$ cat src/rtl/charge_integ.sv
// charge_integ: bunch-charge integrator.
// Sums NUM_SMPLS_INTEG ADC samples starting at each bunch strobe, scales the
// sum by 2**GAIN_SHIFT, saturates to 21-bit signed and presents it as the
// charge word for the feedback multiplier.
// Optional build macro CHARGE_PED_SUB_EN: subtract ped_in from every sample
// before accumulation (15-bit signed difference, accumulator one bit wider).
module charge_integ #(
  parameter int NUM_SMPLS_INTEG = 4,
  parameter int GAIN_SHIFT      = 6
) (
  input  logic               clk,
  input  logic               rst_n,
  input  logic signed [13:0] adc_in,
  input  logic signed [13:0] ped_in,
  input  logic               store_strb,
  input  logic               bunch_strb,
  output logic signed [20:0] charge_out,
  output logic               charge_valid,
  output logic               busy
);

`ifdef CHARGE_PED_SUB_EN
  localparam int SW = 15;
`else
  localparam int SW = 14;
`endif
  localparam int CW = $clog2(NUM_SMPLS_INTEG) + 1;
  localparam int AW = SW + $clog2(NUM_SMPLS_INTEG) + 1;
  // Scaling width always exceeds both the shifted sum and the 21-bit range,
  // so the saturation compare sees the true value.
  localparam int EW = (((AW + GAIN_SHIFT) > 22) ? (AW + GAIN_SHIFT) : 22) + 1;
  localparam logic signed [EW-1:0] SAT_HI = EW'(1048575);
  localparam logic signed [EW-1:0] SAT_LO = EW'(-1048576);
  localparam logic [CW-1:0]        LAST_CNT = CW'(NUM_SMPLS_INTEG - 1);
  localparam logic                 SINGLE = (NUM_SMPLS_INTEG == 1);

  typedef enum logic {IDLE, INTEG} state_t;

  state_t                state, state_nxt;
  logic signed [AW-1:0]  acc;
  logic [CW-1:0]         cnt;
  logic signed [SW-1:0]  sample;
  logic signed [AW-1:0]  sample_ext;
  logic signed [AW-1:0]  acc_nxt;
  logic signed [EW-1:0]  sum_ext;
  logic signed [EW-1:0]  scaled;
  logic signed [20:0]    sat_val;
  logic                  last_smp;
  logic                  done;

  // Sample conditioning: optional pedestal subtraction, then sign extension
`ifdef CHARGE_PED_SUB_EN
  always_comb begin
    sample = {adc_in[13], adc_in} - {ped_in[13], ped_in};
  end
`else
  logic unused_ped;
  always_comb begin
    sample     = adc_in;
    unused_ped = ^ped_in;
  end
`endif

  // Running sum, completion detect and scaled/saturated result
  always_comb begin
    sample_ext = {{(AW-SW){sample[SW-1]}}, sample};
    acc_nxt    = (bunch_strb || state == IDLE) ? sample_ext : acc + sample_ext;
    last_smp   = (cnt == LAST_CNT);
    done       = store_strb &&
                 (bunch_strb ? SINGLE : (state == INTEG && last_smp));
    sum_ext    = {{(EW-AW){acc_nxt[AW-1]}}, acc_nxt};
    scaled     = sum_ext <<< GAIN_SHIFT;
    if (scaled > SAT_HI)      sat_val = SAT_HI[20:0];
    else if (scaled < SAT_LO) sat_val = SAT_LO[20:0];
    else                      sat_val = scaled[20:0];
  end

  // State register
  always_ff @(posedge clk or negedge rst_n) begin
    if (!rst_n) state <= IDLE;
    else        state <= state_nxt;
  end

  // Next-state logic: bunch strobe (re)starts, last sample or window drop ends
  always_comb begin
    state_nxt = state;
    if (!store_strb)                     state_nxt = IDLE;
    else if (bunch_strb)                 state_nxt = SINGLE ? IDLE : INTEG;
    else if (state == INTEG && last_smp) state_nxt = IDLE;
  end

  // FSM outputs
  always_comb begin
    busy = (state == INTEG);
  end

  // Accumulator, sample counter and registered result
  always_ff @(posedge clk or negedge rst_n) begin
    if (!rst_n) begin
      acc          <= '0;
      cnt          <= '0;
      charge_out   <= '0;
      charge_valid <= 1'b0;
    end else if (!store_strb) begin
      acc          <= '0;
      cnt          <= '0;
      charge_out   <= '0;
      charge_valid <= 1'b0;
    end else begin
      charge_valid <= done;
      if (done) charge_out <= sat_val;
      if (bunch_strb) begin
        acc <= SINGLE ? '0 : sample_ext;
        cnt <= SINGLE ? '0 : CW'(1);
      end else if (state == INTEG) begin
        if (last_smp) begin
          acc <= '0;
          cnt <= '0;
        end else begin
          acc <= acc_nxt;
          cnt <= cnt + CW'(1);
        end
      end
    end
  end

endmodule
$ cat config.mk
export PLATFORM = sky130hd
export DESIGN_NAME = charge_integ
export DESIGN_NICKNAME = d
export VERILOG_FILES = /design/src/rtl/charge_integ.sv
export SDC_FILE = /design/constraint.sdc
export NUM_CORES = 1
export LEC_CHECK = 0
export CORE_MARGIN = 4
export CORE_UTILIZATION = 58
export DETAILED_ROUTE_END_ITERATION = 10
export DONT_BUFFER_PORTS = 1
export PLACE_DENSITY = 0.76
export REMOVE_ABC_BUFFERS = 1
export SLEW_MARGIN = 5
export SYNTH_ARGS = -nofsm -noshare
export SYNTH_HDL_FRONTEND = slang
export SYNTH_SLANG_ARGS = --single-unit
$ cat constraint.sdc
create_clock -name clk -period 3.1 [get_ports clk]
set_clock_uncertainty 0.2 [all_clocks]
set_input_delay 0.31 -clock clk [delete_from_list [all_inputs] [get_ports clk]]
set_output_delay 0.31 -clock clk [all_outputs]
set_load 0.005 [all_outputs]
# After elaboration in Yosys (flattened, before gate mapping)
# Index checks and enable logic that the tools add are counted.
dict set report word_totals {
  ff_bits 43
  in_bits 32
}
dict set report op_classes {
  addsub 2
  n_lt_le_gt_ge 2
  eq_ne 4
  n_mux 18
  bitwise_logic 1
  reduce_logical 3
}
# operator count
set ops {}
lappend ops {{17-bit two-way mux} 5}
lappend ops {{21-bit two-way mux} 4}
lappend ops {{23-bit by 21-bit > comparator with 1-bit output (second input constant)} 1}
lappend ops {{23-bit by 21-bit less-than comparator with 1-bit output (second input constant)} 1}
lappend ops {{17-bit by 14-bit adder with 17-bit output} 1}
lappend ops {{3-bit two-way mux} 4}
lappend ops {{3-bit by 1-bit inequality test with 1-bit output (second input constant)} 2}
lappend ops {{1-bit two-way mux} 5}
lappend ops {{3-bit by 1-bit adder with 3-bit output (second input constant)} 1}
lappend ops {{3-bit by 2-bit equality test with 1-bit output (second input constant)} 1}
lappend ops {{1-bit logical AND} 2}
lappend ops {{2-bit by 1-bit inequality test with 1-bit output (second input constant)} 1}
lappend ops {{1-bit logical OR} 1}
lappend ops {{1-bit NOT} 1}

# Longest topological paths before layout
dict set report depth {
  depth_word 8
  depth_mapped 12
}

# Worst setup path after synthesis
# OpenSTA, ideal clock, no wires.
dict set report synth_path {
  path_type {register to register}
  startpoint {register acc[0]}
  endpoint {register charge_out[9]}
  arrival_ns 2.583
  t_required_ns 2.774
  slack_ns 0.191
  stages_incl_launch_ff 13
  n_path_buf 1
  period_less_slack_ns 2.909
  path_cell_list {dfrtp_1 ha_1 inv_1 fa_1 nor2b_4 o2111ai_1 a311o_1 and2_4 o2111a_2 nand3_4 o31ai_4 buf_6 a221o_1}
}
dict set report synth_between {
  elab_chain_cells 7
}
# element line_no
set synth_lines {}
lappend synth_lines {{from (decl)} 40} ;# logic signed [AW-1:0] acc;
lappend synth_lines {{from (signal assigned)} 113} ;# acc <= SINGLE ? '0 : sample_ext;
lappend synth_lines {{from (signal assigned)} 120} ;# acc <= acc_nxt;
lappend synth_lines {{17-bit by 14-bit adder with 17-bit output *} 67} ;# acc_nxt = (bunch_strb || state == IDLE) ? sample_ext : acc + sample_ext;
lappend synth_lines {{17-bit two-way mux *} 67}
lappend synth_lines {{23-bit by 21-bit less-than comparator with 1-bit output} 74} ;# else if (scaled < SAT_LO) sat_val = SAT_LO[20:0];
lappend synth_lines {{21-bit two-way mux} 74}
lappend synth_lines {{21-bit two-way mux *} 73} ;# if (scaled > SAT_HI) sat_val = SAT_HI[20:0];
lappend synth_lines {{21-bit two-way mux *} 111} ;# if (done) charge_out <= sat_val;
lappend synth_lines {{21-bit two-way mux *} 104} ;# end else if (!store_strb) begin
lappend synth_lines {{to (signal assigned)} 111}
lappend synth_lines {{to (decl)} 17} ;# output logic signed [20:0] charge_out,
# Mark *: on every way between the ends. The rest lies on a longest branch, timed or not. The select of a mux whose other input is x is not followed.
# A chain may end at the register's enable or synchronous reset.

# Worst setup path after layout
dict set report layout_path {
  startpoint {register acc[0]}
  endpoint {register charge_out[18]}
}
# Same word-level chain as after synthesis.

==> results list <==
- The flow ran to the end, and the final reports show no timing, DRC or antenna violations.
- Top Layer Used: met4
* Net switching component of the power: 433 µW
- During I/O placement, the number of pins put on the boundary was 55.
- Final-layout fill cell count: 356
- N_diodes: 0
* P_int: 855 µW
- Hold Fails Final Rpt: 0
* Die area: 5950 µm²
* Number of levels in the clock H-tree: 2
* Starting density of the core: 61.9%
- Wire length on met2: 3.22 mm
- After detailed routing, the met3 layer carries 662 µm of wire.
- Arrival time of the worst setup path: 3020 ps
- Once detail routing completed, the nets flagged for antenna violations numbered 0.
- Crit path kind: flop to flop
- TritonCTS built the clock tree.
- Port buffering added 0 buffers.
* Part of the total power dissipated in the clock network: 28.0%
- Worst-path clk slew: 80 ps
* DRT Pass-1 Iters: 5
- Dividing the detail-routed via count by the number of cells gives 6.74.
- In this run the vertical extent of the chip is 77.1 µm.
* Layout cells sized above 1: 12.7%
- Die W: 77.1 µm
* Count of max-cap constraint violations: 0
- Routability-driven placement finished with a final weighted congestion of 0.900.
- TritonCTS created 5 clock buffers.
- In this run, synthesis produced a sequential element count of 38.
- Of the post-synthesis cell area, the dominant cell type holds 34.3%.
- Clock latency on the worst-skew pair: 300 ps
* Part of the Yosys area used for sequential elements: 34.3%
- Number of antenna violations at the first check in global routing: 0
- The via count of the first global-routing pass came to 2,246.
* Per-instance average area after synthesis: 9.05 µm²
* Worst Tran Pin Value: 846 ps
* Combinational fraction of design power: 30.3%
- Most frequently used flop master after synthesis: sky130_fd_sc_hd__dfrtp_1
- Synth warn: 0
- Wire length the detailed router placed on met1: 3.20 mm
- Maximum root-to-sink buffer count: 2
- Global routing consumed, over all layers together, 25.0% of the routing resources.
- Number of clock sinks: 38
- Post-synthesis cell count: 306
- Final wirelength: 7.18 mm
- For this block, the via count after detailed routing is 2,428.
- In the routed design, unresolved DRC markers number 0.
* Maximum vdd drop: 0.230 mV
* GRT Residual Overflow: 0
* Minimum clock period after layout: 3040 ps
- Area of the core: 4470 µm²
* Top-count cell post-synth: sky130_fd_sc_hd__nand2_1
- The min-delay analysis places its worst path in the category primary input to flop.
* Part of the total power dissipated in sequential elements: 41.8%
* Number of flops mapped to enable cells by yosys: 0
- Final worst-path cycle share: 98.2%
* Setup Viol. Count Final: 0
- Of all nets on the critical path, the largest fanout is 7.
- The mapped netlist covers 2770 µm².
* Number of placed instances, taps included: 342
* Routed len/inst: 19.9 µm
- Pin count of the biggest net entering global routing: 39
- Post-Layout Cell Count: 360
- The synthesized netlist contains 56 unique library cells.
* Count of pins over their slew limit: 0
- Total power density per cell area: 432 nW/µm²
- After the last flow step, the layout net total stands at 357.
* Sw Share: 33.6%
- Post-DP HPWL: 4.87 mm
* Top post-synthesis cells by area: sky130_fd_sc_hd__dfrtp_1 (34%), sky130_fd_sc_hd__ha_1 (7.7%), sky130_fd_sc_hd__nand2_1 (5.8%)
- Leak Pwr: 0.00136 µW
- Critical Path Sink Type: flop
- Library cell used as clock root buffer: sky130_fd_sc_hd__clkbuf_8
* Signed area change from the synthesized netlist to the final layout: 7.59%
- Based on the critical path, the design can be clocked at up to 329 MHz.
* Top cell types by occurrence after synthesis: sky130_fd_sc_hd__nand2_1 (43), sky130_fd_sc_hd__dfrtp_1 (38), sky130_fd_sc_hd__o21ai_0 (26), sky130_fd_sc_hd__ha_1 (17), sky130_fd_sc_hd__nor2_1 (17)
- The worst setup path is launched from a flop.
* Library cell with the largest summed area after synthesis: sky130_fd_sc_hd__dfrtp_1
- Max-Slew Margin vs Limit: 43.4%
* Row count: 24
* Share of synthesized flip-flops with an asynchronous set or reset: 100%
* Iteration-0 DRC Markers: 219
- Required time at the endpoint of the critical path: 3080 ps
- Final total negative setup slack: 0 ps
- The first global-routing pass estimated 11.8 mm of wire.
## cell type report
cell class                 count  area, µm²  share of cell area, %
multi-input combinational    237       1690                   56.7
sequential                    38        951                   31.9
timing repair buffer          17        153                   5.12
clock buffer                   7       86.3                   2.90
tap                           52       65.1                   2.18
inverter                       8       30.0                   1.01
clock inverter                 1       5.00                  0.168
## state kept, by name (all words and copies together) (netlist names)
signal and cells:
charge_valid 1, charge_out 16, cnt 3, acc 17, busy 1
## placed cells by master (no fill, tap or decap), types with 3 or more instances in the layout
cell	count
sky130_fd_sc_hd__o31ai_1	3
sky130_fd_sc_hd__nand4_1	4
sky130_fd_sc_hd__a211oi_1	5
sky130_fd_sc_hd__nor2_1	17
sky130_fd_sc_hd__a22o_1	3
sky130_fd_sc_hd__a21o_1	9
sky130_fd_sc_hd__dfrtp_1	38
sky130_fd_sc_hd__xor2_1	4
sky130_fd_sc_hd__a21oi_1	15
sky130_fd_sc_hd__a22oi_1	11
sky130_fd_sc_hd__inv_1	7
sky130_fd_sc_hd__ha_1	16
sky130_fd_sc_hd__dlygate4sd3_1	5
sky130_fd_sc_hd__xnor2_1	4
sky130_fd_sc_hd__buf_4	11
sky130_fd_sc_hd__a221o_1	14
sky130_fd_sc_hd__o21a_1	4
sky130_fd_sc_hd__nor3_1	5
sky130_fd_sc_hd__a21boi_0	3
sky130_fd_sc_hd__nand3_1	7
sky130_fd_sc_hd__clkbuf_8	6
sky130_fd_sc_hd__nand2_1	43
sky130_fd_sc_hd__o21ai_0	26
## repair_timing
item | CTS | global route
hold buffers | 6 | 0
pin swaps | 1 | 2
resized for setup | 3 | 4
endpoints found under the hold margin | 45 | 0
setup endpoints to repair | 2 | 15
buffers inserted | 0 | 3
cloned | 1 | 0
## critical path, stage by stage, from the launching register on
cell	delay, ps
sky130_fd_sc_hd__dfrtp_1	420
sky130_fd_sc_hd__ha_4	170
sky130_fd_sc_hd__inv_2	40
sky130_fd_sc_hd__fa_2	360
sky130_fd_sc_hd__nor2b_4	150
sky130_fd_sc_hd__o2111ai_2	120
sky130_fd_sc_hd__a311o_1	350
sky130_fd_sc_hd__and2_4	170
sky130_fd_sc_hd__o2111a_2	290
sky130_fd_sc_hd__nand3_4	140
sky130_fd_sc_hd__o31ai_4	150
sky130_fd_sc_hd__a221o_1	360
## per-stage QoR
stage / total power (µW) / setup WS [ps] / util, % / cell area (µm²) / hold WS (ps)
after global placement: 882 / 50.8 / 61.4 / 2750 / -185
after CTS: 1280 / 6.53 / 65.7 / 2940 / 10.4
final: 1290 / 56.7 / 66.6 / 2980 / 15.7
after detailed placement: 890 / 13.8 / 61.4 / 2750 / -185
after floorplan: 811 / 271 / - / 2620 / -186
after global routing: 1360 / -27.9 / 66.6 / 2980 / 17.7
## worst paths after layout
path	endpoint	startpoint	depth (start not counted)	slack [ps]
max reg2reg	charge_out[18]	acc[0]	11	60
min	busy	bunch_strb	2	20
max in group asynchronous	acc[5]	rst_n	2	2210
min in group asynchronous	busy	rst_n	2	300
min reg2reg	acc[11]	acc[11]	2	290
max	charge_out[18]	acc[0]	11	60
## routing by layer
| metal | vias to the layer above | global-route usage (%) |
|---|---|---|
| met2 | 109 | 38.5 |
| met1 | 1170 | 34.8 |
| met3 | 9 | 5.74 |
| met4 | 0 | 7.65 |
| li1 | 1140 | - |
| met5 | - | 0 |
## logic make-up after synthesis
family                   Yosys count  share of synthesized area [%]
AND/OR/NAND/NOR                   96                           17.3
AO/OA/AOI/OAI                    112                           29.7
buffers and inverters             32                           6.46
XOR/XNOR                          10                           3.84
flip-flops                        38                           34.3
adder cells (fa/ha/maj)           18                           8.40
## power groups by stage
| stage | sequential (µW) | clock, µW | combinational (µW) |
|---|---|---|---|
| 2_1_floorplan | 541 | 0 | 269 |
| 3_3_place_gp | 546 | 0 | 336 |
| 6_report | 538 | 361 | 390 |
| 5_1_grt | 541 | 387 | 432 |
| 3_5_place_dp | 547 | 0 | 343 |
| 4_1_cts | 537 | 367 | 377 |
No activity file was read; power rests on OpenSTA's default activity.
